`src/rtl/sram_mem_arbiter.sv`:
```
// ---------------------------------------------------------------------------
// sram_mem_arbiter
//
// Shares one single-port SRAM macro between two native-memory-interface
// masters: m0 (CPU core port) and m1 (DMA/debug port). A request is accepted
// in IDLE, and one SRAM command is issued in CMD. The macro's one-cycle-late
// read data is captured in DATA. The granted master then sees a one-cycle
// ready pulse in DONE.
//
// Optional build macro:
//   SRAM_ARB_FIXED_PRIO_EN  defined   -> m0 always wins a tie (m1 can starve)
//                           undefined -> round-robin on ties (default)
//
// Ports:
//   clk, resetn                 clock (rising edge), async active-low reset
//   mN_valid/addr/wdata/wstrb   master N request (wstrb==0 means read)
//   mN_ready                    master N one-cycle completion pulse
//   mN_rdata                    master N read data, valid while mN_ready=1
//   sram_csb0/web0              SRAM chip select / write enable (active-low)
//   sram_wmask0                 SRAM byte write mask
//   sram_addr0                  SRAM word address
//   sram_din0                   SRAM write data
//   sram_dout0                  SRAM read data (cycle after the command)
//   arb_gnt                     one-hot owner of current transaction, 00 idle
// ---------------------------------------------------------------------------
module sram_mem_arbiter #(
  parameter int SRAM_AW = 8
) (
  input  logic               clk,
  input  logic               resetn,

  input  logic               m0_valid,
  input  logic [31:0]        m0_addr,
  input  logic [31:0]        m0_wdata,
  input  logic [3:0]         m0_wstrb,
  output logic               m0_ready,
  output logic [31:0]        m0_rdata,

  input  logic               m1_valid,
  input  logic [31:0]        m1_addr,
  input  logic [31:0]        m1_wdata,
  input  logic [3:0]         m1_wstrb,
  output logic               m1_ready,
  output logic [31:0]        m1_rdata,

  output logic               sram_csb0,
  output logic               sram_web0,
  output logic [3:0]         sram_wmask0,
  output logic [SRAM_AW-1:0] sram_addr0,
  output logic [31:0]        sram_din0,
  input  logic [31:0]        sram_dout0,

  output logic [1:0]         arb_gnt
);

  typedef enum logic [1:0] {IDLE, CMD, DATA, DONE} state_t;

  state_t               state_q;
  logic                 csb_q;
  logic                 web_q;
  logic [3:0]           wmask_q;
  logic [SRAM_AW-1:0]   addr_q;
  logic [31:0]          din_q;
  logic                 m0_ready_q;
  logic                 m1_ready_q;
  logic [31:0]          m0_rdata_q;
  logic [31:0]          m1_rdata_q;
  logic [1:0]           gnt_q;
  logic                 is_read_q;
`ifndef SRAM_ARB_FIXED_PRIO_EN
  // 1 = m1 owned the most recent transaction.
  logic                 last_grant_q;
`endif

  // Arbitration decision and selected command, evaluated in IDLE only.
  logic                 grant_m1_d;
  logic [SRAM_AW-1:0]   cmd_addr_d;
  logic [31:0]          cmd_wdata_d;
  logic [3:0]           cmd_wstrb_d;

  always_comb begin
    grant_m1_d = 1'b0;
`ifdef SRAM_ARB_FIXED_PRIO_EN
    grant_m1_d = m1_valid && !m0_valid;
`else
    // On a tie, the master that did not own the last transaction wins.
    grant_m1_d = m1_valid && (!m0_valid || !last_grant_q);
`endif
    cmd_addr_d  = grant_m1_d ? m1_addr[SRAM_AW+1:2] : m0_addr[SRAM_AW+1:2];
    cmd_wdata_d = grant_m1_d ? m1_wdata : m0_wdata;
    cmd_wstrb_d = grant_m1_d ? m1_wstrb : m0_wstrb;
  end

  // Byte-offset bits and bits above the SRAM window are ignored; addresses alias.
  logic unused_addr_bits;
  assign unused_addr_bits = ^{m0_addr[31:SRAM_AW+2], m0_addr[1:0],
                              m1_addr[31:SRAM_AW+2], m1_addr[1:0]};

  always_ff @(posedge clk or negedge resetn) begin
    if (!resetn) begin
      state_q      <= IDLE;
      csb_q        <= 1'b1;
      web_q        <= 1'b1;
      wmask_q      <= 4'h0;
      addr_q       <= '0;
      din_q        <= 32'h0;
      m0_ready_q   <= 1'b0;
      m1_ready_q   <= 1'b0;
      m0_rdata_q   <= 32'h0;
      m1_rdata_q   <= 32'h0;
      gnt_q        <= 2'b00;
      is_read_q    <= 1'b0;
`ifndef SRAM_ARB_FIXED_PRIO_EN
      last_grant_q <= 1'b1;
`endif
    end else begin
      case (state_q)
        IDLE: begin
          if (m0_valid || m1_valid) begin
            // The command is registered here so it is on the pins during CMD.
            csb_q        <= 1'b0;
            web_q        <= (cmd_wstrb_d == 4'h0);
            wmask_q      <= cmd_wstrb_d;
            addr_q       <= cmd_addr_d;
            din_q        <= cmd_wdata_d;
            is_read_q    <= (cmd_wstrb_d == 4'h0);
            gnt_q        <= grant_m1_d ? 2'b10 : 2'b01;
`ifndef SRAM_ARB_FIXED_PRIO_EN
            last_grant_q <= grant_m1_d;
`endif
            state_q      <= CMD;
          end
        end
        CMD: begin
          csb_q   <= 1'b1;
          web_q   <= 1'b1;
          wmask_q <= 4'h0;
          state_q <= DATA;
        end
        DATA: begin
          // sram_dout0 is valid in this cycle; writes leave rdata untouched.
          if (is_read_q) begin
            if (gnt_q[1]) m1_rdata_q <= sram_dout0;
            else          m0_rdata_q <= sram_dout0;
          end
          m0_ready_q <= gnt_q[0];
          m1_ready_q <= gnt_q[1];
          state_q    <= DONE;
        end
        DONE: begin
          // Valids are ignored here: masters drop valid on this same edge.
          m0_ready_q <= 1'b0;
          m1_ready_q <= 1'b0;
          gnt_q      <= 2'b00;
          state_q    <= IDLE;
        end
        default: state_q <= IDLE;
      endcase
    end
  end

  assign sram_csb0   = csb_q;
  assign sram_web0   = web_q;
  assign sram_wmask0 = wmask_q;
  assign sram_addr0  = addr_q;
  assign sram_din0   = din_q;
  assign m0_ready    = m0_ready_q;
  assign m1_ready    = m1_ready_q;
  assign m0_rdata    = m0_rdata_q;
  assign m1_rdata    = m1_rdata_q;
  assign arb_gnt     = gnt_q;

endmodule
```
`config.mk`:
```
export PLATFORM = sky130hd
export DESIGN_NAME = sram_mem_arbiter
export DESIGN_NICKNAME = d
export VERILOG_FILES = /design/src/rtl/sram_mem_arbiter.sv
export SDC_FILE = /design/constraint.sdc
export NUM_CORES = 1
export LEC_CHECK = 0
export ABC_AREA = 0
export BUFFER_PORTS_ARGS = -buffer_cell sky130_fd_sc_hd__buf_2
export CAP_MARGIN = 25
export CORE_MARGIN = 5
export CORE_UTILIZATION = 47
export DETAILED_ROUTE_END_ITERATION = 10
export GPL_TIMING_DRIVEN = 1
export PLACE_DENSITY = 0.85
export SLEW_MARGIN = 10
export SYNTH_ARGS = -nofsm -noshare
export SYNTH_HDL_FRONTEND = slang
export SYNTH_SLANG_ARGS = --single-unit
```
`constraint.sdc`:
```
create_clock -name clk -period 3.4 [get_ports clk]
set_clock_uncertainty 0.05 [all_clocks]
set_input_delay 0.17 -clock clk [delete_from_list [all_inputs] [get_ports clk]]
set_output_delay 0.17 -clock clk [all_outputs]
set_load 0.1 [all_outputs]
```
==> results of run 1 <==
==> worst paths after layout <==
path	to	slack, ns
max	sram_din0[19]	1.00
min	last_grant_q	0.03
max reg2reg	sram_din0[19]	1.02
min reg2reg	sram_addr0[5]	0.42
max in group asynchronous	sram_csb0	1.78
min in group asynchronous	m0_rdata[18]	0.53
==> Yosys cell counts (all sizes together) <==
cell type	instances
a21o	1
ha	5
a21oi	5
mux2	64
nand3b	1
or2b	1
dfstp	3
a22o	1
dfrtp	115
o2bb2ai	4
inv	5
nand2	50
mux2i	43
or2	1
a21boi	1
nor2	7
or4	1
o21ai	45
nand3	2
clkbuf	7
nor4	1
buf	14
a22oi	5
nand2b	1
==> what timing repair did <==
action                                 in CTS  in global routing
hold buffers                              122                  1
endpoints found under the hold margin     179                  7
resized for setup                           0                  0
setup buffers                               0                  0
==> cells in the final DEF, fill, tap and decap left out, types with 2 or more instances in the layout <==
master           n
clkbuf_8         3
dfstp_2          3
buf_4            7
clkbuf_16       16
mux2_2          64
clkinv_2         5
mux2i_1         43
o21ai_0          8
a22oi_1          5
dfrtp_1        115
clkinv_4         2
nand2_1         50
a21oi_1          5
dlygate4sd3_1  123
nand3_1          2
o21ai_1         36
ha_1             5
buf_2          236
o2bb2ai_1        4
clkinvlp_4       4
nor2_1           7
inv_1            5
==> worst max-delay path: cells and delay by family <==
| kind | cells | cell delay (ns) |
|---|---|---|
| compound gates | 2 | 0.32 |
| mux | 1 | 0.28 |
| buf+inv | 4 | 1.85 |
==> registers in the layout, indices dropped and copies added, names as in the netlist <==
register,flops
m0_rdata,32
m1_rdata,32
sram_din0,32
sram_addr0,8
sram_wmask0,4
arb_gnt,2
state_q,2
is_read_q,1
last_grant_q,1
m0_ready,1
m1_ready,1
sram_csb0,1
sram_web0,1
==> kinds of logic (layout without fill, tap and decap cells) <==
family,after synthesis,count (layout),synth area share (%)
buf+inv,26,403,3.722
simple gates,65,65,5.333
flops,118,118,59.43
mux,107,107,23.14
fa+ha+maj,5,5,1.258
compound gates,62,62,7.118
==> layer usage <==
layer  track usage (%)  vias up  share of wire (%)  wire, µm
li1                  -     2077                  -         -
met1             29.77     2229                 37      6286
met2             46.56      259                 51      8549
met3             8.877       44                8.3      1398
met4             11.62        0                3.4       565
met5                 0        -                  0         0
==> final cells by class <==
class                      instances  area [µm²]  area share [%]
clock inverter                    12       81.33           1.015
clock buffer                      19       441.7           5.515
timing repair buffer             367        2492           31.12
inverter                           5       18.77          0.2343
multi-input combinational        239        1848           23.07
tap                              136       170.2           2.125
sequential                       118        2957           36.92
==> metrics by stage <==
step | setup WS [ns] | std cells | hold slack [ns] | area [µm²]
3_3_place_gp | 1.378 | 741 | 0.2892 | 6227
5_1_grt | 0.9075 | 896 | 0.007713 | 8009
2_1_floorplan | 1.432 | 383 | -0.1756 | 4975
4_1_cts | 1.078 | 894 | 0.004709 | 7971
6_report | 1.001 | 896 | 0.02684 | 8009
3_5_place_dp | 1.289 | 741 | 0.3090 | 6227
==> reports/summary.txt, run 1 <==
Area contributors post-synth = dfrtp_1 58%, mux2_2 14%, mux2i_1 8.7%
Max Cap Viol = 0
Crit Path Category = primary input to flip-flop
Initial antenna violation count = 0
Hold Vio Cnt, Final = 0
Initial core utilization = 48.19%
TritonCTS clock tree = built
Sequential cell area fraction in the yosys report = 59.43%
Cell depth of the worst hold path = 4
Synthesized cell area = 4975 µm²
CTS root buf = clkbuf_8
Result of the run = finished, final reports clean
Fmax = 0.4168 GHz
Total clock sinks = 118
Yosys top cell area share = 57.85%
Drt total wl = 16,800 µm
Final period utilization = 70.56%
# rows = 37
Final setup viols = 0
Worst Min Path Start = m0_valid
Register bit total from synthesis = 118
Drt wl/cell = 18.75 µm
Vias in the first global route = 5,234
Max_slew headroom = 39.38%
Clk_lat worst skew = 0.50 ns
I/O Buffers = 237
DRT iter0 DRCs = 268
Htree depth = 4
Post-synthesis cell type count = 30
CP arrival = 2.69 ns
NumNets Final = 925
Reg clk slew, reported paths = 0.05 ns
Worst-margin pin slew = 0.9058 ns
Layout area overhead = 60.99%
Final ANT Viol Nets = 0
Die boundary width = 112.9 µm
Share of cells above drive strength 1 = 45.39%
Num ports = 286
Reg2reg start = last_grant_q
Min Tclk post-route = 2.399 ns
Syn Inst Count = 383
Startpoint Class = primary input
GRT Total Usage = 26.71%
Via count = 4,609
Most common cell on crit path = dlygate4sd3_1
Die area = 12,740 µm²
Max Transition Viols Final = 0
Diodes inserted = 0
CP max stage delay = 0.58 ns
CTS buffer count = 17
Ys Warns = 0
R2R cell count = 5
Largest net degree at the start of global routing = 74
Filler cells = 584
Slowest-stage cell, CP = dlygate4sd3_1
Crit. End Element = flip-flop
Die height = 112.9 µm
Pre-Repair DR Iteration Count = 4
RSZ-0062 raised after global routing = false
Crit path launch = m1_valid
Worst Hold Class = primary input to flip-flop
Global-route wire length before repair = 26,810 µm
Syn nets = 560
Setup TNS = 0 ns
Clock Path Buffers = 2
Vias per cell = 5.144
CP required = 3.69 ns
Placer Congestion = 0.8492
Crit Path Max Fanout = 40
Mean Syn Cell Area = 12.99 µm²
Core box area = 10,320 µm²
Post-synth top area cell = dfrtp_1
# DRC = 0
Post-DP HPWL = 9826 µm
Finished Core Util = 77.58%
Overflow after GRT = 0
Crit path cell chain = dlygate4sd3_1, buf_2, a21boi_4, buf_4, mux2i_1, dlygate4sd3_1, o21ai_1
Power of run 1 is not shown: default switching activity piles up to over one toggle a cycle in this logic, so the estimate is an artifact.
==> inputs of run 2 (changes only) <==
--- a/config.mk
+++ b/config.mk
@@ -9,10 +9,10 @@
 export BUFFER_PORTS_ARGS = -buffer_cell sky130_fd_sc_hd__buf_2
 export CAP_MARGIN = 25
 export CORE_MARGIN = 5
-export CORE_UTILIZATION = 47
+export CORE_UTILIZATION = 40
 export DETAILED_ROUTE_END_ITERATION = 10
 export GPL_TIMING_DRIVEN = 1
-export PLACE_DENSITY = 0.85
+export PLACE_DENSITY = 0.77
 export SLEW_MARGIN = 10
 export SYNTH_ARGS = -nofsm -noshare
 export SYNTH_HDL_FRONTEND = slang
==> constraint.sdc (replaced) <==
create_clock -name clk -period 2.2 [get_ports clk]
set_clock_uncertainty 0.05 [all_clocks]
set_input_delay 0.11 -clock clk [delete_from_list [all_inputs] [get_ports clk]]
set_output_delay 0.11 -clock clk [all_outputs]
set_load 0.1 [all_outputs]
==> reports/summary.txt, run 2 (synthesis gave the netlist of run 1 again) <==
Post-DP HPWL = 9761 µm
CP max stage delay = 0.60 ns
Worst Hold Class = primary input to flip-flop
Initial antenna violation count = 0
Final period utilization = 95.67%
Crit. End Element = flip-flop
CTS buffer count = 17
GRT Total Usage = 21.49%
Fmax = 0.4751 GHz
Min Tclk post-route = 2.105 ns
TritonCTS clock tree = built
Crit Path Category = primary input to flip-flop
Layout area overhead = 64.69%
I/O Buffers = 237
Die area = 14,770 µm²
Clock Path Buffers = 2
CTS root buf = clkbuf_16
Setup TNS = 0 ns
Clk_lat worst skew = 0.40 ns
Die boundary width = 121.5 µm
Vias in the first global route = 4,892
Failing checks = negative hold slack
Commonest cells after routing, fill and taps aside = 236 x buf_2, 121 x dlygate4sd3_1, 115 x dfrtp_1
Max_slew headroom = 51.05%
Most common cell on crit path = dlygate4sd3_1
DRT iter0 DRCs = 202
Placed insts = 774
Overflow after GRT = 0
CP arrival = 2.31 ns
Final ANT Viol Nets = 0
Non-filler instance count after layout = 930
# rows = 40
Via count = 4,446
Htree depth = 4
Drt wl/cell = 17.04 µm
RSZ-0062 raised after global routing = false
Drt total wl = 15,850 µm
Num ports = 286
Global-route wire length before repair = 24,640 µm
Dpl ws = 0.2592 ns
Startpoint Class = primary input
Post-route worst setup slack = 0.09527 ns
Worst-margin pin slew = 0.7343 ns
Max Cap Viol = 0
Core box area = 12,110 µm²
# DRC = 0
Pre-Repair DR Iteration Count = 4
Largest net degree at the start of global routing = 80
CP required = 2.41 ns
NumNets Final = 925
Slowest-stage cell, CP = dlygate4sd3_1
Hold Vio Cnt, Final = 1
Most common cell after layout, fill and taps aside = buf_2
Min Hold Slack = -0.002089 ns
Initial core utilization = 41.07%
Final setup viols = 0
Reg clk slew, reported paths = 0.05 ns
Max Transition Viols Final = 0
Crit Path Max Fanout = 20
Vias per cell = 4.781
Crit path cell chain = dlygate4sd3_1, buf_2, a21boi_4, buf_12, mux2i_1, dlygate4sd3_1, o21ai_1
Result of the run = complete, but fails checks
Share of cells above drive strength 1 = 45.60%
Total clock sinks = 118
Post-CTS Resized = 0
Placer Congestion = 0.7626
Die height = 121.5 µm
==> run 2: changes by cell type in the layout (fill, tap and decap cells not counted), sizes merged <==
cell	before	now
dlygate4sd3	123	121
clkbuf	19	20
buf	244	245
bufinv	0	4
clkinv	7	4
diode	0	1
==> run 2: cell type report <==
type                       count  area, µm²
clock buffer                  19      442.9
multi-input combinational    239       1848
timing repair buffer         367       2535
clock inverter                13      178.9
tap                          168      210.2
fill                         864       3919
antenna                        1      2.502
sequential                   118       2957
inverter                       5      18.77
==> run 2: worst paths after layout <==
path / from / endpoint / slack (ns) / cells after the start
min in group asynchronous: resetn / m1_rdata[28] / 0.19 / 2
setup reg to reg: last_grant_q / sram_din0[1] / 0.17 / 5
hold / removal: m1_wdata[3] / sram_din0[3] / -0.002 / 3
max in group asynchronous: resetn / m1_rdata[2] / 1.21 / 3
setup / recovery: m1_valid / sram_din0[1] / 0.1 / 7
hold reg to reg: sram_din0[26] / sram_din0[26] / 0.43 / 2
==> run 2: per-stage QoR <==
step           area, µm²  util (%)
2_1_floorplan       4975         -
3_3_place_gp        6325     52.22
3_5_place_dp        6325     52.22
4_1_cts             8158     67.36
5_1_grt             8190     67.62
6_report            8193     67.64
==> run 2: routing by layer <==
layer	share of wire (%)	routed length, µm	global-route usage (%)
met5	0	0	0
met4	1.3	203	7.843
met3	7.4	1170	6.294
met2	52	8170	38.38
met1	40	6306	24.33
==> run 2: repair_timing <==
item                                   CTS  global route
endpoints found under the hold margin  141             0
setup buffers                            0             1
hold buffers                           121             0
setup endpoints to repair                0            12
==> run 2: worst max-delay path: cells and delay by family <==
family | cells | cell delay (ns)
AOI/OAI and AO/OA | 2 | 0.38
muxes | 1 | 0.25
buffers and inverters | 4 | 1.55
Power of run 2 is left out for the same reason.
